<file path="src/rtl/game_timer_bcd.sv">
// ============================================================================
// game_timer_bcd
// ----------------------------------------------------------------------------
// BCD game timer showing MM:SS on four digits. A prescaler turns the system
// clock into a one-cycle tick every CLK_HZ running cycles. Each accepted tick
// moves the digits one second down (mode=0) or up (mode=1). The game FSM can
// preset the digits with a one-cycle load strobe. When the digits reach the
// end of their range (00:00 counting down, 99:59 counting up) the timer sets a
// sticky expired flag and emits a one-cycle expire_pulse.
//
// Parameters
//   CLK_HZ     input clock frequency; prescaler divide ratio (>= 2)
//   START_MIN  reset value of the minutes, 0..99
//   START_SEC  reset value of the seconds, 0..59
//   WARN_SEC   low-time warning threshold in seconds, 0..59
//
// Ports
//   clk_100MHz    in   system clock, rising edge
//   reset_n       in   asynchronous active-low reset
//   enable        in   high = run, low = pause (sub-second phase is kept)
//   mode          in   0 = count down, 1 = count up (sampled at every tick)
//   load          in   one-cycle preset strobe, beats tick and enable
//   load_value    in   {min_10s, min_1s, sec_10s, sec_1s}, clamped on load
//   tick_1Hz      out  one-cycle pulse per elapsed second
//   sec_1s .. min_10s out  BCD digits
//   expired       out  sticky end-of-time flag, cleared by load/reset
//   expire_pulse  out  one-cycle pulse on the cycle expired rises
//   warn          out  low-time warning (only with TIMER_WARN_EN)
//
// Build option
//   TIMER_WARN_EN  when defined, adds the registered warn output.
//
// All outputs come straight from flops.
// ============================================================================
module game_timer_bcd #(
   parameter int CLK_HZ    = 100_000_000,
   parameter int START_MIN = 1,
   parameter int START_SEC = 59,
   parameter int WARN_SEC  = 10
) (
   input  logic        clk_100MHz,
   input  logic        reset_n,
   input  logic        enable,
   input  logic        mode,
   input  logic        load,
   input  logic [15:0] load_value,
   output logic        tick_1Hz,
   output logic [3:0]  sec_1s,
   output logic [3:0]  sec_10s,
   output logic [3:0]  min_1s,
   output logic [3:0]  min_10s,
   output logic        expired,
   output logic        expire_pulse
`ifdef TIMER_WARN_EN
   ,
   output logic        warn
`endif
);

   // ------------------------------------------------------------------------
   // Constants
   // ------------------------------------------------------------------------
   localparam int              PW         = (CLK_HZ > 2) ? $clog2(CLK_HZ) : 1;
   localparam logic [PW-1:0]   PRE_LAST   = PW'(CLK_HZ - 1);
   localparam logic [PW-1:0]   PRE_ONE    = PW'(1);
   localparam logic [15:0]     RESET_DIGITS = {4'(START_MIN / 10), 4'(START_MIN % 10),
                                               4'(START_SEC / 10), 4'(START_SEC % 10)};
   localparam logic [15:0]     TOP_DIGITS = 16'h9959;

   // Parameter ranges are checked while elaborating so a bad instance never
   // produces a silently wrong reset value or divide ratio.
   if (CLK_HZ < 2 || START_MIN < 0 || START_MIN > 99 || START_SEC < 0 ||
       START_SEC > 59 || WARN_SEC < 0 || WARN_SEC > 59) begin : g_bad_params
      $error("game_timer_bcd: parameter out of range");
   end

   // ------------------------------------------------------------------------
   // State
   // ------------------------------------------------------------------------
   logic [PW-1:0]    pre_cnt_reg;
   logic             tick_reg;
   logic             expired_reg;
   logic             pulse_reg;
   // Packed as {min_10s, min_1s, sec_10s, sec_1s}, same order as load_value.
   logic [3:0][3:0]  digit_reg;

   // ------------------------------------------------------------------------
   // Combinational helpers
   // ------------------------------------------------------------------------
   logic [3:0][3:0]  load_digit;   // clamped preset
   logic [3:0][3:0]  step_digit;   // digits one second later in current mode
   logic [3:0]       at_lim;       // digit sits at its wrap point for this mode
   logic [3:0]       ripple;       // borrow/carry reaches this digit
   logic             running;
   logic             digit_update;
   logic             at_end;
   logic             step_end;

   assign running      = enable && !expired_reg && !load;
   // The tick is a registered pulse; digits only move if the timer is still
   // enabled on the following edge, so a tick coinciding with a pause is lost.
   assign digit_update = tick_reg && enable && !expired_reg;

   // One slice per digit. Digit 1 (sec_10s) wraps at 5, the rest at 9. The
   // carry/borrow into a digit is the AND of the wrap conditions of all less
   // significant digits, so no signal depends on itself.
   genvar gi;
   generate
      for (gi = 0; gi < 4; gi++) begin : g_digit
         localparam logic [3:0] DMAX = (gi == 1) ? 4'd5 : 4'd9;

         assign load_digit[gi] = (load_value[gi*4 +: 4] > DMAX) ? DMAX
                                                                 : load_value[gi*4 +: 4];

         assign at_lim[gi] = mode ? (digit_reg[gi] == DMAX) : (digit_reg[gi] == 4'd0);

         if (gi == 0) begin : g_lsd
            assign ripple[gi] = 1'b1;
         end else begin : g_upper
            assign ripple[gi] = &at_lim[gi-1:0];
         end

         assign step_digit[gi] = !ripple[gi] ? digit_reg[gi]
                               : mode        ? (at_lim[gi] ? 4'd0 : digit_reg[gi] + 4'd1)
                                             : (at_lim[gi] ? DMAX : digit_reg[gi] - 4'd1);
      end
   endgenerate

   // Already at the end of the range: a tick must not wrap the display.
   assign at_end   = &at_lim;
   // The step lands exactly on the end of the range.
   assign step_end = (step_digit == (mode ? TOP_DIGITS : 16'h0000));

   // ------------------------------------------------------------------------
   // Prescaler, digits and expiry
   // ------------------------------------------------------------------------
   always_ff @(posedge clk_100MHz or negedge reset_n) begin
      if (!reset_n) begin
         pre_cnt_reg <= '0;
         tick_reg    <= 1'b0;
         expired_reg <= 1'b0;
         pulse_reg   <= 1'b0;
         digit_reg   <= RESET_DIGITS;
      end else if (load) begin
         // Load restarts the second from zero and discards any pending tick.
         pre_cnt_reg <= '0;
         tick_reg    <= 1'b0;
         expired_reg <= 1'b0;
         pulse_reg   <= 1'b0;
         digit_reg   <= load_digit;
      end else begin
         tick_reg  <= 1'b0;
         pulse_reg <= 1'b0;

         // Paused: hold the count so the sub-second phase survives.
         if (running) begin
            if (pre_cnt_reg == PRE_LAST) begin
               pre_cnt_reg <= '0;
               tick_reg    <= 1'b1;
            end else begin
               pre_cnt_reg <= pre_cnt_reg + PRE_ONE;
            end
         end

         if (digit_update) begin
            if (at_end) begin
               expired_reg <= 1'b1;
               pulse_reg   <= 1'b1;
            end else begin
               digit_reg <= step_digit;
               if (step_end) begin
                  expired_reg <= 1'b1;
                  pulse_reg   <= 1'b1;
               end
            end
         end
      end
   end

   assign tick_1Hz     = tick_reg;
   assign expired      = expired_reg;
   assign expire_pulse = pulse_reg;
   assign sec_1s       = digit_reg[0];
   assign sec_10s      = digit_reg[1];
   assign min_1s       = digit_reg[2];
   assign min_10s      = digit_reg[3];

   // ------------------------------------------------------------------------
   // Low-time warning
   // ------------------------------------------------------------------------
`ifdef TIMER_WARN_EN
   logic warn_reg;
   logic warn_load;
   logic warn_step;

   function automatic logic low_time(input logic [3:0][3:0] d);
      return (d[3] == 4'd0) && (d[2] == 4'd0) &&
             ((int'(d[1]) * 10 + int'(d[0])) <= WARN_SEC);
   endfunction

   // Warn follows the values the digits/expired flag take on the same edge,
   // so it never lags the display. Counting up never warns.
   assign warn_load = !mode && low_time(load_digit);
   assign warn_step = !mode && !(at_end || step_end) && low_time(step_digit);

   always_ff @(posedge clk_100MHz or negedge reset_n) begin
      if (!reset_n) begin
         warn_reg <= 1'b0;
      end else if (load) begin
         warn_reg <= warn_load;
      end else if (digit_update) begin
         warn_reg <= warn_step;
      end
   end

   assign warn = warn_reg;
`endif

endmodule

</file>
<file path="config.mk">
export PLATFORM = sky130hd
export DESIGN_NAME = game_timer_bcd
export DESIGN_NICKNAME = d
export VERILOG_FILES = /design/src/rtl/game_timer_bcd.sv
export SDC_FILE = /design/constraint.sdc
export NUM_CORES = 1
export LEC_CHECK = 0
export CAP_MARGIN = 10
export CELL_PAD_IN_SITES_DETAIL_PLACEMENT = 0
export CELL_PAD_IN_SITES_GLOBAL_PLACEMENT = 1
export CORE_MARGIN = 10
export CORE_UTILIZATION = 46
export CTS_CLUSTER_SIZE = 30
export DETAILED_ROUTE_END_ITERATION = 7
export PLACE_DENSITY = 0.9
export SYNTH_ARGS = -nofsm -noshare
export SYNTH_HDL_FRONTEND = slang
export SYNTH_SLANG_ARGS = --single-unit
</file>
<file path="constraint.sdc">
create_clock -name clk_100MHz -period 8.2 [get_ports clk_100MHz]
set_input_delay 1.23 -clock clk_100MHz [delete_from_list [all_inputs] [get_ports clk_100MHz]]
set_output_delay 1.23 -clock clk_100MHz [all_outputs]
set_load 0.01 [all_outputs]
</file>
== Word level (Yosys, flattened, before mapping) ==
Index checks and enable logic that the tools add are counted.
Widths: inputs -> output; s select.

* Register bits after elaboration: 46
* Input bits: 21
* Output and inout bits: 19

* Add/sub/neg operators: 9
* Order comparisons: 4
* Equality and inequality tests: 7
* Muxes and demuxes: 41
* Reduce and logical (&&, ||, !) cells: 18

{| class="wikitable"
|+ Operator list
! kind !! number
|-
| $mux 27 || 3
|-
| $mux 4 || 19
|-
| $mux 16 || 4
|-
| $add 27x1->27 const B || 1
|-
| $eq 27x27->1 const B || 1
|-
| $add 4x1->4 const B || 4
|-
| $eq 16x16->1 || 1
|-
| $logic_not 4->1 || 4
|-
| $sub 4x1->4 const B || 4
|-
| $mux 1 || 15
|-
| $eq 4x4->1 const B || 3
|-
| $gt 4x4->1 const B || 3
|-
| $reduce_and 2->1 || 3
|-
| $eq 4x3->1 const B || 1
|-
| $gt 4x3->1 const B || 1
|-
| $logic_and 1x1->1 || 4
|-
| $reduce_and 4->1 || 1
|-
| $reduce_bool 2->1 || 2
|-
| $reduce_and 3->1 || 1
|-
| $reduce_bool 3->1 || 1
|-
| $logic_not 1->1 || 2
|-
| $ne 2x2->1 const B || 1
|}

== Longest topological paths before layout ==
Gate-level depths: netlist of run 1.

* Depth in word-level cells: 10
* Depth in mapped cells: 12

== Worst setup path after synthesis of run 1 ==
No wires, ideal clock.

* Path type: input-to-reg
* From: input port mode
* To: register digit_reg (netlist bit sec_10s[1])
* Library setup time: 0.139 ns
* Arrival time: 2.957 ns
* Data required time: 8.061 ns
* Setup slack: 5.104 ns
* Stages on the path: 8
* Path through: nor4b_4 o221ai_2 or3_4 o21a_1 buf_4 o21ai_0 mux2i_1 o32ai_1

* Word-level cells in the longest chain between the ends: 7
* Elaborated cells on any way between the ends: 14
* Those cells by class: eq/ne: 1; mux: 11; reduce/logical: 2

{| class="wikitable"
|+ Ends and longest elaborated chain
! item !! line !! source
|-
| start: declaration || 44 || <nowiki>input logic mode,</nowiki>
|-
| $mux 1 || 115 || <nowiki>assign at_lim[gi] = mode ? (digit_reg[gi] == DMAX) : (digit_reg[gi] == 4'd0);</nowiki>
|-
| $mux 4, on equally long branches || 125, 124 ||
|-
| $mux 4 || 124 || <nowiki>: mode ? (at_lim[gi] ? 4'd0 : digit_reg[gi] + 4'd1)</nowiki>
|-
| $mux 4 || 123 || <nowiki>assign step_digit[gi] = !ripple[gi] ? digit_reg[gi]</nowiki>
|-
| $mux 16 || 166 || <nowiki>if (at_end) begin</nowiki>
|-
| $mux 16 || 165 || <nowiki>if (digit_update) begin</nowiki>
|-
| $mux 16 || 144 || <nowiki>end else if (load) begin</nowiki>
|-
| end signal: assignment || 150 || <nowiki>digit_reg <= load_digit;</nowiki>
|-
| end signal: assignment || 170 || <nowiki>digit_reg <= step_digit;</nowiki>
|-
| end: declaration || 85 || <nowiki>logic [3:0][3:0] digit_reg;</nowiki>
|}

Parallel ways exist; a longest one is shown, timed or not. The select of a mux whose other input is x is not followed.
A chain may end at the register's enable or synchronous reset.

== Worst setup path after layout of run 1 ==
Same ends and word-level chain as after synthesis.

==> impl_metrics.csv, run 1 <==
group,metric,value,unit
synthesis,synth_ff_type,"dfrtp_1",
routing,drcViolationCount,0,
floorplan,io_pins,40,
hold_path,hp-class,"register to register",
floorplan,dieArea,11600,µm²
synthesis,syn_inst,431,
final_layout,finish.utilization,54.8,%
cts,ctsResizeCount,0,
flow_run,max-cap-violations,0,
timing,rsz0062_at_grt,"false",
cts,clk_latency,0.30,ns
setup_path,critPathKind,"primary input to register",
routing,wirelength,9160,µm
timing,setup_tns,0,ns
final_layout,fin_nets,490,
routing,drtPass1Iterations,4,
final_layout,n_fill_cell,698,
floorplan,die_height,108,µm
place,gp_routability_congestion,0.859,
final_layout,drive_above_1_share,7.49,%
timing,setup_slack,4.10,ns
cts,clock-sinks,46,
synthesis,synth.avg_cell_area,8.22,µm²
global_routing,grt_max_degree,47,
pwr,cellLeakagePower,1.61,nW
setup_path,setup.worst_path.start_class,"primary input",
final_layout,multi_input_area,2180,µm²
setup_path,crit_buf_inv,2,
routing,drt_iter0_drc,230,
floorplan,start_util,48.1,%
cts,postCtsSetupRepairBufs,0,
cts,htree_levels,2,
routing,vias,3373,
routing,via_per_inst,6.10,
routing,drt-wirelength-per-cell,16.6,µm
cts,clk_pin_slew_worst_paths,0.09,ns
setup_path,slowest_delay,0.65,ns
synthesis,synth_area,3540,µm²
synthesis,synth_nets,468,
setup_path,crit_path_top_delay_cell,"o21a_1",
floorplan,die_x,108,µm
floorplan,rows,31,
timing,relSlewSlack,29.8,%
synthesis,synthArstFlopShare,100,%
final_layout,diodes,0,
setup_path,cp_data_arrival_time,4.27,ns
timing,finalCritPeriodShare,50.0,%
global_routing,antenna_found_initial,0,
pwr,peakVddDrop,0.0657,mV
final_layout,regArea,1160,µm²
final_layout,area_growth,14.0,%
timing,finalSetupViolCount,0,
setup_path,cp_top_family,"compound AO/OA/AOI/OAI gates",
outcome,outcome,"finished, final reports clean",
setup_path,crit_chain,"clkdlybuf4s50_1 > buf_4 > nor4b_4 > o221ai_2 > or3_4 > o21a_1 > o21ai_0 > mux2i_1 > o32ai_1",
synthesis,synth-edff-count,0,
cts,cts_made_buffers,5,
setup_path,crit_path_end_kind,"register",
final_layout,largest_reg_flops,27,
routing,antenna_left,0,
timing,worst_slew_pin_slew,1.05,ns
global_routing,grt_pass1_wl,15500,µm
cts,cts-hold-fix-buffers,0,
global_routing,grt_pass1_vias,3167,
pwr,power_density,136,nW/µm²
synthesis,ys_seq_area_share,32.7,%
setup_path,cp_data_required_time,8.38,ns
timing,period_needed,4.10,ns
timing,fin_skew,0.00804,ns
setup_path,path_max_fanout,41,
global_routing,gr-usage-all-layers,15.8,%
synthesis,yosysWarnings,0,
synthesis,ys_types,70,
timing,fmax,244,MHz
timing,final_hold_viol_count,0,
global_routing,gr-total-overflow,0,
cts,cts_max_path_buffers,2,
place,port_buffers,39,
final_layout,layout_commonest_cell,"o21ai_0",
timing,final_max_slew_viol_count,0,
cts,cts_root_buf,"clkbuf_8",
place,dpl.hpwl,6490,µm
floorplan,core-area,7370,µm²
synthesis,ys_ff_latch,46,
cts,cts_tree,"built",
place,post-place-ws,3.80,ns
final_layout,final_cell_mix,"o21ai_0, dfrtp_1, nand2_1, clkdlybuf4s50_1, nor2_1",
==> power breakdown <==
part	leakage, nW	switching [W]	internal [W]	total (W)
Combinational	0.945	0.0000666	0.0000562	0.000123
Sequential	0.612	0.0000185	0.000236	0.000254
Clock	0.0514	0.0000824	0.0000911	0.000174
Total	1.61	0.000168	0.000383	0.000550
==> cell families after synthesis <==
| kind of cell | synth area share, % |
|---|---|
| AND/OR/NAND/NOR | 25.5 |
| AO/OA/AOI/OAI | 26.3 |
| flip-flops | 32.7 |
| buffers and inverters | 5.72 |
| adder cells (fa/ha/maj) | 5.65 |
| multiplexers | 3.46 |
| XOR/XNOR | 0.741 |
==> final timing paths <==
| kind | end | from | slack, ns | depth (start not counted) |
|---|---|---|---|---|
| setup / recovery | sec_10s[1] | mode | 4.10 | 9 |
| hold / removal | pre_cnt_reg[23] | pre_cnt_reg[23] | 0.47 | 1 |
| setup reg to reg | sec_10s[1] | sec_1s[0] | 4.82 | 9 |
| hold reg to reg | pre_cnt_reg[23] | pre_cnt_reg[23] | 0.47 | 1 |
| max in group asynchronous | min_10s[1] | reset_n | 6.44 | 1 |
| min in group asynchronous | pre_cnt_reg[12] | reset_n | 1.11 | 1 |
==> stage by stage <==
stage	hold slack [ns]	total power (W)	area, µm²	std cells
2_1_floorplan	0.436	0.000333	3540	431
3_5_place_dp	0.463	0.000381	3930	545
3_3_place_gp	0.458	0.000379	3930	545
6_report	0.472	0.000550	4040	553
5_1_grt	0.507	0.000583	4040	553
4_1_cts	0.480	0.000556	4040	553
==> cell type report <==
| type | instances | share of cell area (%) |
|---|---|---|
| inverters | 15 | 1.39 |
| flip-flops and latches | 46 | 28.6 |
| clock buffers | 6 | 1.80 |
| repair buffers | 42 | 10.1 |
| clock inverters | 2 | 0.929 |
| multi-input cells | 343 | 54.1 |
| well taps | 99 | 3.07 |
==> synthesized netlist by cell type (all sizes together), types with 3 or more instances <==
cell type / count / area share [%]
nor3: 7 / 1.4
and2: 4 / 0.71
nor2b: 3 / 0.53
and3: 11 / 1.9
mux2i: 10 / 2.8
o22ai: 3 / 0.53
dfstp: 5 / 3.7
o21ai: 70 / 9.9
ha: 16 / 5.6
nor2: 29 / 3.1
buf: 11 / 2.4
nand2b: 8 / 1.4
inv: 15 / 1.6
o31ai: 14 / 3.5
nor4: 5 / 1.1
nand3b: 3 / 0.64
o21a: 5 / 1.1
a21o: 3 / 0.64
a211oi: 4 / 0.85
a22o: 3 / 0.74
and4: 3 / 0.74
dfrtp: 41 / 29
clkbuf: 16 / 1.7
a21oi: 26 / 3.7
nand2: 40 / 4.3
or3: 3 / 0.67
nor3b: 4 / 0.85
nor4b: 3 / 1.2
nand3: 20 / 2.8
or4: 3 / 0.64
nand4: 9 / 1.6
a31oi: 6 / 1.1
==> metal layers <==
metal,vias up,part of all wire (%),GRT usage [%]
li1,1637,-,-
met1,1631,47,21.3
met2,93,45,24.5
met3,12,5.7,3.53
met4,0,1.9,4.96
met5,-,0,0
No activity file was read; power rests on OpenSTA's default activity.
==> inputs of run 2 (changes only) <==
- CORE_UTILIZATION: 46 -> 39
- PLACE_DENSITY: 0.9 -> 0.82
- clock period: 8.2 -> 3.7 ns (I/O delays scaled with it)
==> impl_metrics.csv, run 2 (same netlist as run 1, synthesis figures left out) <==
group,metric,value,unit
place,post-place-ws,0.260,ns
timing,finalSetupViolCount,0,
floorplan,rows,34,
routing,antenna_left,0,
pwr,internal-power,0.000851,W
cts,postCtsSetupRepairBufs,0,
timing,hold_ws,0.393,ns
pwr,cellLeakagePower,1.63,nW
final_layout,layout_commonest_cell,"o21ai_0",
cts,clock-sinks,46,
pwr,clkPwrFrac,31.6,%
final_layout,stdcell_area,4080,µm²
timing,period_needed,3.12,ns
global_routing,grt_pass1_vias,3094,
final_layout,n_fill_cell,843,
timing,final_max_slew_viol_count,0,
timing,fmax,321,MHz
cts,cts_made_buffers,5,
cts,htree_levels,2,
timing,relSlewSlack,36.1,%
final_layout,finish.utilization,46.6,%
timing,worst_slew_pin_slew,0.959,ns
setup_path,cp_data_required_time,3.89,ns
floorplan,die_x,115,µm
cts,cts_tree,"built",
routing,vias,3310,
timing,fin_skew,0.0182,ns
flow_run,max-cap-violations,0,
global_routing,gr-total-overflow,0,
setup_path,r2r_slack,0.73,ns
place,port_buffers,39,
routing,wirelength,9290,µm
setup_path,timing.rr.end,"expired",
routing,drt_iter0_drc,242,
global_routing,grt_max_degree,43,
routing,drcViolationCount,0,
setup_path,critPathKind,"primary input to register",
cts,cts_root_buf,"clkbuf_8",
pwr,netSwitchingFraction,30.7,%
routing,drtPass1Iterations,4,
final_layout,diodes,0,
final_layout,final_cell_mix,"o21ai_0, dfrtp_1, nand2_1, clkdlybuf4s50_1, nor2_1",
final_layout,area_growth,15.1,%
pwr,comb_power_share,22.5,%
place,gp_routability_congestion,0.860,
timing,rsz0062_at_grt,"false",
setup_path,worstReg2RegStart,"sec_10s[0]",
final_layout,drive_above_1_share,8.30,%
cts,clk_latency,0.31,ns
timing,setup_tns,0,ns
outcome,outcome,"finished, final reports clean",
routing,via_per_inst,5.85,
timing,finalCritPeriodShare,84.3,%
timing,setup_slack,0.581,ns
timing,final_hold_viol_count,0,
final_layout,largest_reg_flops,27,
cts,cts_max_path_buffers,2,
pwr,peakVddDrop,0.156,mV
cts,cts-hold-fix-buffers,0,
global_routing,antenna_found_initial,0,
routing,drt-wirelength-per-cell,16.4,µm
global_routing,grt_pass1_wl,15200,µm
pwr,p_sw,0.000376,W
setup_path,crit_path_end_kind,"register",
cts,clk_pin_slew_worst_paths,0.10,ns
floorplan,die_height,115,µm
hold_path,hp-class,"primary input to async pin",
setup_path,path_max_fanout,22,
pwr,p_seq_share,46.0,%
setup_path,reg2reg_depth,11,
floorplan,io_pins,40,
setup_path,cp_data_arrival_time,3.31,ns
floorplan,dieArea,13300,µm²
setup_path,setup.worst_path.start_class,"primary input",
place,dpl-instance-area,3970,µm²
global_routing,gr-usage-all-layers,13.8,%
place,dpl.hpwl,6740,µm
floorplan,start_util,40.4,%
cts,ctsResizeCount,0,
final_layout,fin_nets,494,
pwr,power_density,301,nW/µm²
floorplan,core-area,8760,µm²
## run 2: cell count changes in the layout (fill, tap and decap cells not counted), sizes merged
cell / before / now
buf: 4 / 8
## run 2: worst max path at each step
stage	to	cells past startpoint	start
after global placement	sec_10s[1]	9	mode
after CTS	sec_1s[1]	10	mode
after detailed placement	sec_1s[1]	10	mode
after floorplan	expired	12	sec_10s[0]
final	sec_1s[1]	10	mode
after global routing	sec_10s[3]	9	mode
## run 2: final cells by class
class	count	area, µm²	share of cell area, %
Sequential cell	46	1160	28.4
Inverter	15	56.3	1.38
Multi-Input combinational cell	343	2180	53.5
Clock inverter	2	37.5	0.920
Clock buffer	6	72.6	1.78
Timing Repair Buffer	46	438	10.7
Tap cell	108	135	3.31
## run 2: power by group through the flow
stage          clock network [W]  logic (W)  registers [W]
6_report                0.000387   0.000276       0.000564
5_1_grt                 0.000422   0.000307       0.000569
4_1_cts                 0.000397   0.000277       0.000563
3_5_place_dp                   0   0.000276       0.000573
3_3_place_gp                   0   0.000275       0.000572
2_1_floorplan                  0   0.000181       0.000558
## run 2: critical path, cell delays in order
cell	delay, ns
clkdlybuf4s50_1	0.74
buf_4	0.32
nor3b_1	0.08
a31oi_1	0.38
or3_4	0.26
o21a_1	0.46
buf_4	0.25
nor2_1	0.04
a31oi_1	0.14
o21ai_0	0.09
## run 2: per-layer routing
metal | track usage (%) | share of wire [%]
met1 | 18.1 | 48
met5 | 0 | 0
met4 | 4.13 | 0.88
met3 | 3.02 | 4.5
met2 | 22.0 | 46
## run 2: metrics by stage
| stage | total power [W] | std cells |
|---|---|---|
| after detailed placement | 0.000849 | 558 |
| after floorplan | 0.000739 | 431 |
| final | 0.00123 | 566 |
| after CTS | 0.00124 | 566 |
| after global placement | 0.000847 | 558 |
| after global routing | 0.00130 | 566 |
